--- src/rtl/instr_fetch_unit.sv ---
// instr_fetch_unit: instruction fetch front-end. It issues sequential
// word-aligned fetch requests, limits them with a credit check against a
// DEPTH-entry in-order prefetch FIFO, tags each request with its address,
// and flushes all prefetched and in-flight instructions on a redirect.
// Optional build macro: IFU_MISALIGN_CHECK_EN adds a sticky misalign_err
// output, set by any redirect whose target has nonzero bits [1:0].
module instr_fetch_unit #(
  parameter int unsigned DEPTH    = 4,
  parameter logic [31:0] RESET_PC = 32'h0000_0000
) (
  input  logic        clk,
  input  logic        rst,
  output logic        imem_req_valid,
  input  logic        imem_req_ready,
  output logic [31:0] imem_req_addr,
  input  logic        imem_rsp_valid,
  input  logic [31:0] imem_rsp_data,
  input  logic        redirect_valid,
  input  logic [31:0] redirect_pc,
  output logic        instr_valid,
  input  logic        instr_ready,
  output logic [31:0] instr,
  output logic [31:0] instr_pc
`ifdef IFU_MISALIGN_CHECK_EN
  ,output logic       misalign_err
`endif
);

  localparam int unsigned PW = (DEPTH > 1) ? $clog2(DEPTH) : 1;
  localparam int unsigned CW = $clog2(DEPTH) + 1;
  localparam logic [CW:0] DepthLimit = (CW+1)'(DEPTH);

  typedef enum logic {StRun, StFlush} FetchState;

  FetchState   state_q, state_d;
  logic [31:0] fetchPc_q, fetchPc_d;
  logic [CW-1:0] outstanding_q, outstanding_d;
  logic [CW-1:0] count_q, count_d;
  logic [PW-1:0] rdPtr_q, rdPtr_d, wrPtr_q, wrPtr_d;
  logic [PW-1:0] tagRd_q, tagRd_d, tagWr_q, tagWr_d;
  logic [31:0] dataMem_q [DEPTH];
  logic [31:0] pcMem_q   [DEPTH];
  logic [31:0] tagMem_q  [DEPTH];

  logic [CW:0] creditUsed;
  logic        reqFire;
  logic        rspFire;
  logic        pushFire;
  logic        popFire;

  // Credits are shared between in-flight requests and buffered instructions,
  // so a returning response always finds a free FIFO slot.
  assign creditUsed     = {1'b0, outstanding_q} + {1'b0, count_q};
  assign imem_req_valid = !rst && (state_q == StRun) && (creditUsed < DepthLimit);
  assign imem_req_addr  = fetchPc_q;
  assign reqFire        = imem_req_valid && imem_req_ready;
  assign rspFire        = imem_rsp_valid && (outstanding_q != '0);
  assign pushFire       = rspFire && (state_q == StRun) && !redirect_valid;
  assign popFire        = instr_valid && instr_ready && !redirect_valid;

  assign instr_valid = (count_q != '0);
  assign instr       = instr_valid ? dataMem_q[rdPtr_q] : '0;
  assign instr_pc    = instr_valid ? pcMem_q[rdPtr_q] : '0;

  // Next-state logic: fetch address, credit counters, FIFO pointers and the
  // RUN/FLUSH state, with redirect taking priority over everything else.
  always_comb begin
    state_d       = state_q;
    fetchPc_d     = fetchPc_q;
    outstanding_d = outstanding_q + CW'(reqFire) - CW'(rspFire);
    count_d       = count_q + CW'(pushFire) - CW'(popFire);
    rdPtr_d       = rdPtr_q + PW'(popFire);
    wrPtr_d       = wrPtr_q + PW'(pushFire);
    tagRd_d       = tagRd_q + PW'(rspFire);
    tagWr_d       = tagWr_q + PW'(reqFire);

    if (reqFire) begin
      fetchPc_d = fetchPc_q + 32'd4;
    end

    if (redirect_valid) begin
      fetchPc_d = {redirect_pc[31:2], 2'b00};
      count_d   = '0;
      rdPtr_d   = '0;
      wrPtr_d   = '0;
      state_d   = (outstanding_d != '0) ? StFlush : StRun;
    end else if ((state_q == StFlush) && (outstanding_d == '0)) begin
      state_d = StRun;
    end
  end

  // Control state register with asynchronous reset.
  always_ff @(posedge clk or posedge rst) begin
    if (rst) begin
      state_q       <= StRun;
      fetchPc_q     <= RESET_PC;
      outstanding_q <= '0;
      count_q       <= '0;
      rdPtr_q       <= '0;
      wrPtr_q       <= '0;
      tagRd_q       <= '0;
      tagWr_q       <= '0;
    end else begin
      state_q       <= state_d;
      fetchPc_q     <= fetchPc_d;
      outstanding_q <= outstanding_d;
      count_q       <= count_d;
      rdPtr_q       <= rdPtr_d;
      wrPtr_q       <= wrPtr_d;
      tagRd_q       <= tagRd_d;
      tagWr_q       <= tagWr_d;
    end
  end

  // Storage arrays: issued-address tags and the instruction/PC FIFO.
  always_ff @(posedge clk) begin
    if (reqFire) begin
      tagMem_q[tagWr_q] <= fetchPc_q;
    end
    if (pushFire) begin
      dataMem_q[wrPtr_q] <= imem_rsp_data;
      pcMem_q[wrPtr_q]   <= tagMem_q[tagRd_q];
    end
  end

`ifdef IFU_MISALIGN_CHECK_EN
  logic misalignErr_q;

  // Sticky flag for redirects to non-word-aligned targets; only reset clears it.
  always_ff @(posedge clk or posedge rst) begin
    if (rst) begin
      misalignErr_q <= 1'b0;
    end else if (redirect_valid && (redirect_pc[1:0] != 2'b00)) begin
      misalignErr_q <= 1'b1;
    end
  end

  assign misalign_err = misalignErr_q;
`else
  logic unusedPcBits;
  assign unusedPcBits = ^redirect_pc[1:0];
`endif

endmodule

--- config.mk ---
export PLATFORM = sky130hd
export DESIGN_NAME = instr_fetch_unit
export DESIGN_NICKNAME = d
export VERILOG_FILES = /design/src/rtl/instr_fetch_unit.sv
export SDC_FILE = /design/constraint.sdc
export NUM_CORES = 1
export LEC_CHECK = 0
export CAP_MARGIN = 20
export CORE_MARGIN = 4
export CORE_UTILIZATION = 56
export DETAILED_ROUTE_END_ITERATION = 7
export PLACE_DENSITY = 0.9
export SLEW_MARGIN = 5
export SYNTH_ARGS = -nofsm -noshare
export SYNTH_HDL_FRONTEND = slang
export SYNTH_SLANG_ARGS = --single-unit
--- constraint.sdc ---
create_clock -name clk -period 6.6 [get_ports clk]
set_input_delay 0.66 -clock clk [delete_from_list [all_inputs] [get_ports clk]]
set_output_delay 0.66 -clock clk [all_outputs]
set_load 0.03 [all_outputs]
==> flow_metrics.tcl <==
set metrics [dict create \
    power.switching_w 0.002184 \
    reg2reg_slack_ns 3.36 \
    fmax_mhz 244.1 \
    p_int_w 0.005184 \
    hold_path_startpoint "tagWr_q[1]" \
    layout-drive-gt1-share_pct 16.96 \
    cts_setup_buffers 0 \
    grt_first_pass_wirelength_um 49420 \
    post-route-util_pct 68.25 \
    arrival_ns 3.44 \
    cp_max_fo 35 \
    worst_pin_slew_ns 1.000 \
    cp_slowest_stage_delay_ns 0.91 \
    synth_seq_cells 413 \
    critical_path_buf_inv_count 2 \
    netlist_area_um2 16210 \
    min_to "tagWr_q[1]" \
    num_antenna_cells 0 \
    async_flop_share_pct 10.90 \
    numClockSinks 413 \
    crit_path_top_delay_cell "dfrtp_4" \
    leakagePower_nw 6.318 \
    gp_congestion 0.8394 \
    rsz0062_at_grt "false" \
    final_nets 1090 \
    critPathRequiredTime_ns 5.94 \
    seq_area_frac_synth_pct 75.13 \
    numCtsBuffers 40 \
    layout_common_cells "368 x edfxtp_1, 160 x clkdlybuf4s50_1, 92 x mux4_2" \
    cts_tree "built" \
    synth-edff-count 368 \
    hold_viol_final 0 \
    die_h_um 178.1 \
    io_buffers 161 \
    hp-class "reg2reg" \
    path_cells "buf_4 -> mux4_2 -> nor2b_1 -> clkdlybuf4s50_1" \
    ys_types 42 \
    wirelength_um 31360 \
    via_count 8318 \
    power.density_nw_per_um2 377.1 \
    start_util_pct 56.62 \
    fp.coreArea_um2 28630 \
    tns_ns 0 \
    hpwl_um 18630 \
    crit_family "buffers and inverters" \
    synthCells 826 \
    cts-root-buf "clkbuf_16" \
    area.sequential_um2 12180 \
    cts-resized-gates 0 \
    period_needed_ns 4.096 \
    die_w_um 178.1 \
    maxCapViolCount 0 \
    p_comb_share_pct 26.7 \
    clk-insertion-delay-late_ns 0.52 \
    htreeDepth 2 \
    grt_pass1_vias 8706 \
    routedWlPerCell_um 22.05 \
    synth_warnings 0 \
    endpoint_kind "output port" \
    detail-route-antenna-nets 0 \
    drt_iter0_markers 752 \
    ctsHoldBuffers 0 \
    grt_usage_pct 20.25 \
    period_share_pct 62.07 \
    grt_overflow_total 0 \
    switching_share_pct 29.64 \
    setup_violations 0 \
    grt_max_degree 63 \
    drc 0 \
    pwr-share-seq_pct 44.1 \
    clock_skew_ns 0.02437 \
    multiInputGateArea_um2 3867 \
    ys.flop_type "edfxtp_1" \
    drv_slew 0 \
    die_area_um2 31730 \
    status "complete, no violations" \
    antenna_found_initial 0 \
    path_class "reg2out" \
    vias_per_cell 5.850 \
    pwr-share-clk_pct 29.2 \
    rr_endpoint "imem_req_addr[27]" \
    reg2reg_depth 6 \
    hold_slack_ns 0.5750 \
    clk_path_buf_depth 3 \
    worstHoldPathCells 1 \
    clk_pin_slew_ns 0.06 \
    area_delta_synth_final_pct 20.55 \
    final_common_cell "edfxtp_1" \
    drt-pass1-iter-count 5 \
    syn_avg_cell_area_um2 19.62 \
    rr_startpoint "count_q[2]" \
    std_cell_rows 62 \
    peakVddDrop_uv 194.6 \
    fillers 1751 \
    max-slew-margin-rel_pct 32.81 \
    io_pins 168 \
    startpoint_type "flip-flop" \
]
## synthesized netlist by cell type (all sizes together), types with 10 or more instances
master	number	area share, %
buf	17	0.49
ha	11	0.85
nor2	15	0.35
nand2	35	0.83
xnor2	10	0.54
dfrtp	45	6.9
nor2b	66	2.5
inv	12	0.28
o21ai	22	0.68
mux4	92	13
clkbuf	21	0.49
edfxtp	368	68
xor2	22	1.2
nand4	16	0.62
nand3	19	0.59
## final cells by class
| type | count | share of cell area, % |
|---|---|---|
| flip-flops and latches | 413 | 62.36 |
| repair buffers | 174 | 8.722 |
| clock buffers | 58 | 5.841 |
| inverters | 14 | 0.2690 |
| multi-input cells | 364 | 19.80 |
| well taps | 384 | 2.459 |
| clock inverters | 15 | 0.5572 |
## kinds of logic (layout without fill, tap and decap cells)
group	Yosys count	after routing	share of synthesized area, %
multiplexers	97	97	13.12
adder cells (fa/ha/maj)	13	13	1.096
flip-flops	413	413	75.13
AO/OA/AOI/OAI	31	31	1.127
AND/OR/NAND/NOR	187	187	6.470
buffers and inverters	52	261	1.305
XOR/XNOR	32	32	1.729
other	1	4	0.02314
## layer usage
| layer | routed length, um | track usage (%) | vias to the layer above |
|---|---|---|---|
| met4 | 579 | 4.995 | 0 |
| met2 | 15610 | 32.85 | 367 |
| met1 | 13070 | 29.39 | 4247 |
| met5 | 0 | 0 | - |
| li1 | - | - | 3653 |
| met3 | 2097 | 3.434 | 51 |
## flip-flops by register name, indices dropped and copies added (netlist names)
signal,count
imem_req_addr,30
tagMem_q,120
outstanding_q,3
tagRd_q,2
pcMem_q,120
count_q,3
state_q,1
dataMem_q,128
wrPtr_q,2
rdPtr_q,2
tagWr_q,2
## stage by stage
| step | worst slack, ns | std cells | instance area [um^2] | power (W) |
|---|---|---|---|---|
| 3_5_place_dp | 2.948 | 1349 | 18290 | 0.005299 |
| 5_1_grt | 2.225 | 1422 | 19540 | 0.007677 |
| 4_1_cts | 2.373 | 1422 | 19540 | 0.007447 |
| 2_1_floorplan | 0.5387 | 829 | 16220 | 0.004523 |
| 6_report | 2.504 | 1422 | 19540 | 0.007368 |
| 3_3_place_gp | 2.981 | 1349 | 18290 | 0.005245 |
## power groups by stage
stage	Sequential [W]	Combinational [W]	Clock [W]
after floorplan	0.00325	0.00127	0
after global placement	0.00329	0.00195	0
after detailed placement	0.00330	0.00200	0
after CTS	0.00325	0.00200	0.00219
after global routing	0.00328	0.00210	0.00230
final	0.00325	0.00197	0.00215
## how the worst max path moves through the flow
stage	start	to	slack, ns	cells past startpoint
after CTS	rdPtr_q[0]	instr[28]	2.37	4
after floorplan	imem_rsp_valid	dataMem_q[1][0]	0.54	3
final	rdPtr_q[0]	instr[28]	2.50	4
after global placement	rdPtr_q[0]	instr[27]	2.98	4
after detailed placement	rdPtr_q[0]	instr[28]	2.95	4
after global routing	rdPtr_q[0]	instr[26]	2.22	4
No activity file was read; power rests on OpenSTA's default activity.
